### src/rtl/fft_scan_pkg.sv
// Shared types and widths for the FFT peak-scan controller and its datapath.
package fft_scan_pkg;

    localparam int BIN_W         = 8;
    localparam int RES_W         = 16;
    localparam int DEF_N_BINS    = 128;
    localparam int DEF_FIRST_BIN = 1;

    typedef enum logic [2:0] {
        IDLE,
        REQ,
        WAIT,
        SCAN,
        REPORT
    } state_t;

endpackage

### src/rtl/fft_peak_track.sv
// Peak-tracking datapath: aligns each bin index with its Result, takes a saturating
// magnitude and keeps the running maximum (lowest bin wins ties).
module fft_peak_track
    import fft_scan_pkg::*;
#(
    parameter int FIRST_BIN = DEF_FIRST_BIN,
    parameter int READ_LAT  = 1
) (
    input  logic                    i_clk,
    input  logic                    i_rst_n,
    input  logic                    i_clear,
    input  logic                    i_vld,
    input  logic [BIN_W-1:0]        i_bin,
    input  logic signed [RES_W-1:0] i_result,
    output logic                    o_pending,
    output logic [BIN_W-1:0]        o_max_bin,
    output logic [RES_W-1:0]        o_max_mag
);

    function automatic logic [RES_W-1:0] sat_abs(input logic signed [RES_W-1:0] x);
        logic signed [RES_W-1:0] neg;
        if (x == {1'b1, {(RES_W-1){1'b0}}}) begin
            return {1'b0, {(RES_W-1){1'b1}}};
        end
        neg = -x;
        return x[RES_W-1] ? $unsigned(neg) : $unsigned(x);
    endfunction

    logic                 w_cmp_vld;
    logic [BIN_W-1:0]     w_cmp_bin;
    logic [RES_W-1:0]     w_mag;
    logic [BIN_W-1:0]     r_max_bin;
    logic [RES_W-1:0]     r_max_mag;

    // Stage p0..pN: address valid/bin delayed to line up with the engine's read latency
    generate
        if (READ_LAT == 0) begin : g_direct
            assign w_cmp_vld = i_vld;
            assign w_cmp_bin = i_bin;
            assign o_pending = 1'b0;
        end else begin : g_pipe
            logic [READ_LAT-1:0]            r_vld_p;
            logic [READ_LAT-1:0][BIN_W-1:0] r_bin_p;

            always_ff @(posedge i_clk or negedge i_rst_n) begin
                if (!i_rst_n) begin
                    r_vld_p <= '0;
                end else begin
                    r_vld_p <= READ_LAT'({r_vld_p, i_vld});
                end
            end

            always_ff @(posedge i_clk) begin
                r_bin_p <= (READ_LAT*BIN_W)'({r_bin_p, i_bin});
            end

            assign w_cmp_vld = r_vld_p[READ_LAT-1];
            assign w_cmp_bin = r_bin_p[READ_LAT-1];
            assign o_pending = |r_vld_p;
        end
    endgenerate

    assign w_mag = sat_abs(i_result);

    // Compare stage: cleared on scan entry, so no reset is needed on the max registers
    always_ff @(posedge i_clk) begin
        if (i_clear) begin
            r_max_mag <= '0;
            r_max_bin <= BIN_W'(FIRST_BIN);
        end else if (w_cmp_vld && (w_mag > r_max_mag)) begin
            r_max_mag <= w_mag;
            r_max_bin <= w_cmp_bin;
        end
    end

    assign o_max_bin = r_max_bin;
    assign o_max_mag = r_max_mag;

endmodule

### src/rtl/fft_peak_scan.sv
// Host-side FFT controller: requests a transform, waits for Done, sweeps Inspect
// across the spectrum and reports the strongest bin once per frame.
module fft_peak_scan
    import fft_scan_pkg::*;
#(
    parameter int N_BINS    = DEF_N_BINS,
    parameter int FIRST_BIN = DEF_FIRST_BIN,
    parameter int READ_LAT  = 1
) (
    input  logic                    Clk,
    input  logic                    Reset_n,
    input  logic                    Enable,
    input  logic                    Ready,
    input  logic                    Done,
    output logic                    Start,
    output logic [BIN_W-1:0]        Inspect,
    input  logic signed [RES_W-1:0] Result,
    output logic [BIN_W-1:0]        PeakBin,
    output logic [RES_W-1:0]        PeakMag,
    output logic                    PeakValid,
    output logic                    Busy
);

    localparam logic [BIN_W-1:0] FIRST_ADDR = BIN_W'(FIRST_BIN);
    localparam logic [BIN_W-1:0] LAST_ADDR  = BIN_W'(N_BINS - 1);

    state_t               r_state;
    state_t               w_state_nxt;
    logic [BIN_W-1:0]     r_addr;
    logic                 r_addr_vld;
    logic                 r_start;
    logic                 r_busy;
    logic                 r_peak_vld;
    logic [BIN_W-1:0]     r_peak_bin;
    logic [RES_W-1:0]     r_peak_mag;
    logic                 w_clear;
    logic                 w_pending;
    logic [BIN_W-1:0]     w_max_bin;
    logic [RES_W-1:0]     w_max_mag;

    assign w_clear = (r_state == WAIT) && Done;

    // SCAN ends only once the last address has left the read-latency pipe
    always_comb begin
        w_state_nxt = r_state;
        case (r_state)
            IDLE:    if (Enable && Ready)            w_state_nxt = REQ;
            REQ:     if (!Ready)                     w_state_nxt = WAIT;
            WAIT:    if (Done)                       w_state_nxt = SCAN;
            SCAN:    if (!r_addr_vld && !w_pending)  w_state_nxt = REPORT;
            REPORT:                                  w_state_nxt = IDLE;
            default:                                 w_state_nxt = IDLE;
        endcase
    end

    // Outputs are registered from the next state so each one matches the state it labels
    always_ff @(posedge Clk or negedge Reset_n) begin
        if (!Reset_n) begin
            r_state    <= IDLE;
            r_start    <= 1'b0;
            r_busy     <= 1'b0;
            r_peak_vld <= 1'b0;
            r_addr     <= '0;
            r_addr_vld <= 1'b0;
            r_peak_bin <= '0;
            r_peak_mag <= '0;
        end else begin
            r_state    <= w_state_nxt;
            r_start    <= (w_state_nxt == REQ);
            r_busy     <= (w_state_nxt != IDLE);
            r_peak_vld <= (w_state_nxt == REPORT);
            if (w_clear) begin
                r_addr     <= FIRST_ADDR;
                r_addr_vld <= 1'b1;
            end else if ((r_state == SCAN) && r_addr_vld) begin
                if (r_addr == LAST_ADDR) begin
                    r_addr_vld <= 1'b0;
                end else begin
                    r_addr <= r_addr + BIN_W'(1);
                end
            end else if (w_state_nxt == REPORT) begin
                r_addr <= '0;
            end
            if (w_state_nxt == REPORT) begin
                r_peak_bin <= w_max_bin;
                r_peak_mag <= w_max_mag;
            end
        end
    end

    fft_peak_track #(
        .FIRST_BIN (FIRST_BIN),
        .READ_LAT  (READ_LAT)
    ) u_track (
        .i_clk     (Clk),
        .i_rst_n   (Reset_n),
        .i_clear   (w_clear),
        .i_vld     (r_addr_vld),
        .i_bin     (r_addr),
        .i_result  (Result),
        .o_pending (w_pending),
        .o_max_bin (w_max_bin),
        .o_max_mag (w_max_mag)
    );

    assign Start     = r_start;
    assign Inspect   = r_addr;
    assign PeakBin   = r_peak_bin;
    assign PeakMag   = r_peak_mag;
    assign PeakValid = r_peak_vld;
    assign Busy      = r_busy;

endmodule

### config.mk
export PLATFORM = sky130hd
export DESIGN_NAME = fft_peak_scan
export DESIGN_NICKNAME = d
export VERILOG_FILES = /design/src/rtl/fft_scan_pkg.sv /design/src/rtl/fft_peak_track.sv /design/src/rtl/fft_peak_scan.sv
export SDC_FILE = /design/constraint.sdc
export NUM_CORES = 1
export LEC_CHECK = 0
export CORE_MARGIN = 2
export CORE_UTILIZATION = 40
export DETAILED_ROUTE_END_ITERATION = 8
export HOLD_SLACK_MARGIN = 0.08
export PLACE_DENSITY = 0.63
export SLEW_MARGIN = 10
export SYNTH_ARGS = -nofsm -noshare
export SYNTH_HDL_FRONTEND = slang
export SYNTH_SLANG_ARGS = --single-unit
### constraint.sdc
create_clock -name Clk -period 3.4 [get_ports Clk]
set_clock_uncertainty 0.2 [all_clocks]
set_input_delay 0.34 -clock Clk [delete_from_list [all_inputs] [get_ports Clk]]
set_output_delay 0.34 -clock Clk [all_outputs]
set_load 0.03 [all_outputs]
==> results.txt, run 1 <==
WL/cell -> 15.1 um
CTS Buffer Depth -> 2
max-slew violations -> 0
Final Routed Wirelength -> 9440 um
Fmax -> 277 MHz
Primary FF master, synth -> dfrtp_1
Antenna Cells -> 0
kind of critical path -> in2reg
Pwr per Cell Area -> 652 mW/mm2
final hold violations -> 0
Synth Instances -> 391
Final period util -> 1.06
FP Rows -> 34
EDFF count, synth -> 0
Max stage delay on crit path -> 0.58 ns
Yosys warnings -> 0
Die H -> 98.8 um
Die X -> 98.8 um
RSZ-0062 raised after global routing -> yes
actual slew at the worst max-slew pin -> 0.932 ns
Yosys cell types -> 51
CP Cell Sequence -> buf_6, inv_4, ha_4, or3b_4, or4b_4, buf_6, o211ai_1, o21a_1, ha_4, and4_4, nand4_1, a211o_1, a31oi_4, buf_12, buf_12, mux2i_1
Initial Utilization -> 0.412
status -> finished, violations left
clock buffer count from CTS -> 9
vias in the first global route -> 3268
CTS tree -> yes
Clock Power Share -> 0.193
Core ar. -> 0.00872 mm2
VDD IR-drop max -> 0.387 mV
Post-Syn Area -> 0.00359 mm2
Switching Power -> 1.25 mW
layout cells sized above 1 -> 0.254
fin worst setup slack -> -0.214 ns
Clock Root Buffer -> clkbuf_8
CP max FO -> 5
critical path's slowest cell -> or4b_4
initial antenna violation count -> 0
met3 Use GR -> 0.0319
sequential share of power -> 0.351
Synth top area share -> 0.279
Crit. End Element -> flip-flop
Mapped Nets -> 430
Core Util, Final -> 0.597
failing checks -> negative setup slack
Finished Cell Area -> 0.00520 mm2
Max transition margin -> 0.379
die area -> 0.00975 mm2
HPWL Detailed -> 6410 um
Worst-path clk slew -> 0.09 ns
Crit path max-delay family -> simple AND/OR/NAND/NOR gates
Power, Total -> 3.39 mW
ys async rst share -> 0.556
IO Port Bufs -> 55
largest net degree at the start of global routing -> 50
Post-Syn Area per Cell -> 9.18 um2
Leak -> 2.47 nW
Iter 0 DRT Violations -> 159
top cells by area, synth -> dfrtp_1, dfxtp_1, nand2_1, mux2i_1, ha_1
placed cell count -> 584
DP Area -> 0.00462 mm2
#FFs+latches synth -> 72
Place WS -> -0.968 ns
Final #Nets -> 553
crit path buf inv count -> 5
Hold WS -> 0.246 ns
DRC viols -> 0
io pins -> 56
Most Crowded Layer GR -> met2
setup tns final -> -3.93 ns
routability cong. -> 0.884
detail-routed via count per cell -> 5.18
Internal -> 2.14 mW
vias post-DR -> 3245
GRT overflow -> 0
met1 GRT Util -> 0.272
first-pass GRT wire length -> 15800 um
Clock Sinks -> 72
# H-tree levels -> 3
proportion of synthesized chip area in sequential cells -> 0.457
final setup vio count -> 24
final std cells w/o fill -> 627
HP Class -> reg2reg
DRT antenna net count -> 0
gr usage total -> 0.200
critical path data required time -> 3.47 ns
Gate power share -> 0.456
Switching Fraction -> 0.368
area growth from synthesis to layout -> 44.9%
Period minus WS final -> 3.61 ns
Filler cells -> 738
global-route track usage on met2 -> 0.326
Critical Path AT -> 3.68 ns
Max Cap Viol -> 0
nature of the critical path startpoint -> input pin
top cell type by total area after synthesis -> dfrtp_1
drt first pass iters -> 4
clk_lat worst skew -> 0.35 ns
==> tightest hold or removal path, stage by stage, from the launching register on <==
cell and delay [ns]:
dfxtp_1 0.33, nand2_1 0.06, nand2_1 0.04
==> cells in the final DEF (no fill, tap or decap), types with 3 or more instances in the layout <==
master | synthesis | final
nand2_1 | 93 | 90
buf_4 | 1 | 69
clkdlybuf4s50_1 | 0 | 44
dfrtp_1 | 40 | 40
dfxtp_1 | 32 | 32
mux2i_1 | 26 | 26
o21ai_0 | 23 | 23
inv_1 | 23 | 21
ha_1 | 18 | 13
nor2_1 | 10 | 10
a21oi_1 | 9 | 9
clkbuf_8 | 0 | 9
xor2_1 | 8 | 8
o211ai_1 | 8 | 8
nand3_1 | 6 | 6
nand4_1 | 6 | 6
o31ai_1 | 6 | 5
and3_1 | 5 | 5
or3_1 | 5 | 5
ha_4 | 0 | 5
o21a_1 | 4 | 4
a21bo_1 | 4 | 4
nor2b_1 | 4 | 3
or2_2 | 4 | 3
nand2_2 | 0 | 3
a311oi_1 | 3 | 3
buf_2 | 2 | 3
buf_6 | 1 | 3
buf_12 | 0 | 3
==> power groups by stage <==
| stage | sequential (mW) | combinational, mW | clock [mW] |
|---|---|---|---|
| after floorplan | 1.23 | 0.764 | 0 |
| after global placement | 1.20 | 1.17 | 0 |
| after detailed placement | 1.20 | 1.21 | 0 |
| after CTS | 1.19 | 1.53 | 0.666 |
| after global routing | 1.22 | 1.69 | 0.707 |
| final | 1.19 | 1.55 | 0.653 |
==> cell type report <==
class	instances	area, um2	share of cell area
flip-flops and latches	72	1640	0.316
repair buffers	132	1190	0.230
clock inverters	7	63.8	0.0123
inverters	23	91.3	0.0176
multi-input cells	276	1950	0.375
clock buffers	9	124	0.0238
well taps	108	135	0.0260
==> Yosys cell counts, types with 3 or more instances <==
library cell,number
nand2_1,93
dfrtp_1,40
dfxtp_1,32
mux2i_1,26
inv_1,23
o21ai_0,23
ha_1,18
clkbuf_1,16
nor2_1,10
a21oi_1,9
o211ai_1,8
xor2_1,8
nand3_1,6
nand4_1,6
o31ai_1,6
and3_1,5
or3_1,5
a21bo_1,4
nor2b_1,4
o21a_1,4
o41ai_1,4
or2_2,4
a311oi_1,3
==> cell families after synthesis <==
logic type	count (synthesis)	synth area share
compound gates	75	0.143
xor+xnor	9	0.0220
fa+ha+maj	18	0.0627
buf+inv	43	0.0488
flops	72	0.457
mux	26	0.0725
simple gates	148	0.194
==> registers in the layout (all words and copies together) (netlist names) <==
register	cells
r_state	3
Start	1
PeakValid	1
u_track.o_max_mag	16
Inspect	8
u_track.o_max_bin	8
u_track.g_pipe.r_bin_p	8
u_track.o_pending	1
PeakBin	8
Busy	1
r_addr_vld	1
PeakMag	16
==> repair_timing <==
action,CTS,global route
resized for setup,45,15
hold endpoints to repair,40,0
endpoints found under the setup margin,24,24
gates cloned,3,0
buffers inserted,19,6
pin swaps,15,13
hold buffers,1,0
==> path summary, 6_finish.rpt <==
path | startpoint | to | slack [ns] | depth (start not counted)
worst max-delay path | Result[0] | u_track.o_max_mag[10]$_SDFFE_PP0P_ | -0.21 | 16
worst min-delay path | u_track.o_max_bin[6]$_SDFFE_PP0P_ | PeakBin[6]$_DFFE_PN0P_ | 0.25 | 2
worst max register to register | u_track.o_max_mag[9]$_SDFFE_PP0P_ | u_track.o_max_mag[14]$_SDFFE_PP0P_ | 0.93 | 9
worst min register to register | u_track.o_max_bin[6]$_SDFFE_PP0P_ | PeakBin[6]$_DFFE_PN0P_ | 0.25 | 2
max in group asynchronous | Reset_n | PeakMag[7]$_DFFE_PN0P_ | 1.95 | 2
min in group asynchronous | Reset_n | PeakMag[8]$_DFFE_PN0P_ | 0.44 | 2
==> layer usage <==
layer  up-vias  share of wire
met2        51           0.48
met1      1568           0.48
met5         -              0
met3        15          0.025
li1       1611              -
met4         0          0.018
Note: power is estimated with default switching activity, not from simulation.
==> run 2, diff against run 1 <==
--- a/config.mk
+++ b/config.mk
@@ -7,9 +7,10 @@
 export LEC_CHECK = 0
 export CORE_MARGIN = 2
 export CORE_UTILIZATION = 40
+export CTS_CLUSTER_SIZE = 14
 export DETAILED_ROUTE_END_ITERATION = 8
 export HOLD_SLACK_MARGIN = 0.08
-export PLACE_DENSITY = 0.63
+export PLACE_DENSITY = 0.7
 export SLEW_MARGIN = 10
 export SYNTH_ARGS = -nofsm -noshare
 export SYNTH_HDL_FRONTEND = slang
==> run 2 against run 1 <==
  * The flow still finishes with violations (negative setup slack)
  * Sequential power hardly changed
  * First-iteration DRC count is 47% higher
  * Maximum frequency is 0.30% lower
  * Final area is 1.4% lower
  * Cell count is 0.96% lower
  * Critical path depth is 3 lower
  * Count of clock-buffer cells in the layout stayed put
  * Hold slack worse by 0.0034 ns
  * Via count is 1.3% higher
  * Die area stayed put
==> results.txt, run 2 (synthesis results as in run 1) <==
status -> finished, violations left
failing checks -> negative setup slack
Register Area -> 0.00164 mm2 (unchanged)
crit path buf inv count -> 3 (-2)
Iter 0 DRT Violations -> 233 (+47%)
Finished Cell Area -> 0.00513 mm2 (-1.4%)
FP Rows -> 34 (unchanged)
# H-tree levels -> 3 (unchanged)
die area -> 0.00975 mm2 (unchanged)
gr usage total -> 0.201 (+0.000419)
first-pass GRT wire length -> 15700 um (-1.0%)
Core Util, Final -> 0.588 (-0.00847)
Antenna Cells -> 0 (unchanged)
Clock Root Buffer -> clkbuf_8
layout cells sized above 1 -> 0.250 (-0.00482)
final setup vio count -> 24 (unchanged)
CTS tree -> yes
vias post-DR -> 3288 (+1.3%)
Internal -> 2.04 mW (-4.7%)
Max stage delay on crit path -> 0.63 ns (+0.05 ns)
Final #Nets -> 547 (-1.1%)
Die H -> 98.8 um (unchanged)
routability cong. -> 0.806 (-8.8%)
Crit path max-delay family -> simple AND/OR/NAND/NOR gates
nature of the critical path startpoint -> input pin
DRC viols -> 0 (unchanged)
Clock Power Share -> 0.198 (+0.005)
largest net degree at the start of global routing -> 49 (-2.0%)
critical path data required time -> 3.48 ns (about the same)
clk_lat worst skew -> 0.35 ns (about the same)
Filler cells -> 726 (-1.6%)
Initial Utilization -> 0.412 (unchanged)
final std cells w/o fill -> 621 (-0.96%)
vias in the first global route -> 3273 (+0.15%)
IO Port Bufs -> 55 (unchanged)
commonest non-fill, non-tap cell in the layout -> nand2_1
HPWL Detailed -> 6160 um (-3.9%)
drt first pass iters -> 5 (+1)
Fmax -> 276 MHz (-0.30%)
Max Cap Viol -> 0 (unchanged)
clock buffer count from CTS -> 9 (unchanged)
Switching Power -> 1.24 mW (-0.48%)
VDD IR-drop max -> 0.358 mV (-7.3%)
area growth from synthesis to layout -> 42.8%
fin worst setup slack -> -0.225 ns (-0.0109 ns)
placed cell count -> 583 (-0.17%)
Power, Total -> 3.28 mW (-3.2%)
Period minus WS final -> 3.62 ns (+0.0109 ns)
Final Routed Wirelength -> 9500 um (+0.58%)
actual slew at the worst max-slew pin -> 0.908 ns (-0.0233 ns)
Switching Fraction -> 0.378 (+0.0102)
Crit. End Element -> flip-flop
io pins -> 56 (unchanged)
Clock Sinks -> 72 (unchanged)
Hold WS -> 0.243 ns (-0.00335 ns)
commonest cells after routing, fill and taps aside -> nand2_1, buf_4, clkdlybuf4s50_1
Core ar. -> 0.00872 mm2 (unchanged)
Worst-path clk slew -> 0.09 ns (about the same)
Pwr per Cell Area -> 640 mW/mm2 (-1.8%)
DP Area -> 0.00461 mm2 (-0.16%)
Max transition margin -> 0.395 (+0.0155)
HP Class -> reg2reg
DRT antenna net count -> 0 (unchanged)
CP max FO -> 6 (+1)
Die X -> 98.8 um (unchanged)
multi-input logic area -> 0.00195 mm2 (about the same)
WL/cell -> 15.3 um (+1.6%)
setup tns final -> -4.06 ns (-0.136 ns)
Place WS -> -0.980 ns (-0.0124 ns)
Top cell by count, worst path -> buf_6
Critical Path AT -> 3.71 ns (+0.03 ns)
final hold violations -> 0 (unchanged)
critical path's slowest cell -> or4b_4
RSZ-0062 raised after global routing -> yes
Leak -> 2.43 nW (-1.8%)
initial antenna violation count -> 0 (unchanged)
CTS Buffer Depth -> 2 (unchanged)
sequential share of power -> 0.363 (+0.012)
GRT overflow -> 0 (unchanged)
Gate power share -> 0.439 (-0.017)
Final period util -> 1.07 (+0.00321)
CP Cell Sequence -> buf_6, or4_4, or4b_4, mux2i_2, o21a_1, ha_1, and4_4, nand4_1, a211o_1, a31oi_4, buf_6, buf_16, mux2i_1
kind of critical path -> in2reg
detail-routed via count per cell -> 5.29 (+2.3%)
max-slew violations -> 0 (unchanged)
==> run 2: cell types whose count changed in the layout (fill, tap and decap cells not counted), moves of 2 or more <==
cell / change
buf_12: -3
buf_4: -4
buf_6: +3
inv_6: +2
==> run 2: path summary, 6_finish.rpt <==
| path | start | to | slack (ns) | depth (start not counted) |
|---|---|---|---|---|
| hold reg to reg | u_track.g_pipe.r_bin_p[6]$_DFF_P_ | u_track.o_max_bin[6]$_SDFFE_PP0P_ | 0.24 | 2 |
| setup reg to reg | u_track.o_max_mag[15]$_SDFFE_PP0P_ | u_track.o_max_bin[2]$_SDFFE_PP0P_ | 0.91 | 9 |
| max in group asynchronous | Reset_n | PeakMag[9]$_DFFE_PN0P_ | 1.97 | 2 |
| min in group asynchronous | Reset_n | PeakMag[10]$_DFFE_PN0P_ | 0.43 | 2 |
| setup / recovery | Result[7] | u_track.o_max_bin[2]$_SDFFE_PP0P_ | -0.22 | 13 |
| hold / removal | u_track.g_pipe.r_bin_p[6]$_DFF_P_ | u_track.o_max_bin[6]$_SDFFE_PP0P_ | 0.24 | 2 |
==> run 2: metal layers <==
layer / share of wire / GRT usage / wire length (um)
met1: 0.46 / 0.262 / 4340
met2: 0.48 / 0.332 / 4590
met3: 0.034 / 0.0291 / 325
met4: 0.025 / 0.0906 / 242
met5: 0 / 0 / 0
==> run 2: repair_timing <==
item | 4_1_cts | 5_1_grt
hold buffers | 1 | 0
cloned | 3 | 0
endpoints found under the hold margin | 40 | 0
buffers inserted | 18 | 3
resized for setup | 48 | 14
pin swaps | 16 | 12
setup endpoints to repair | 24 | 24
==> run 2: final cells by class <==
type / count / area share
Clock buffer: 9 / 0.0242
Clock inverter: 7 / 0.0120
Inverter: 23 / 0.0173
Multi-Input combinational cell: 276 / 0.380
Sequential cell: 72 / 0.320
Tap cell: 108 / 0.0263
Timing Repair Buffer: 126 / 0.220
==> run 2: power by group through the flow <==
stage	registers (mW)	clock network, mW	logic [mW]
2_1_floorplan	1.23	0	0.764
5_1_grt	1.22	0.700	1.56
4_1_cts	1.19	0.659	1.47
3_5_place_dp	1.20	0	1.17
6_report	1.19	0.651	1.44
3_3_place_gp	1.20	0	1.14
==> run 2: worst min-delay path, cell delays in order, from the launching register on <==
cell and delay (ns):
dfxtp_1 0.30, nand2_1 0.04, mux2i_1 0.06
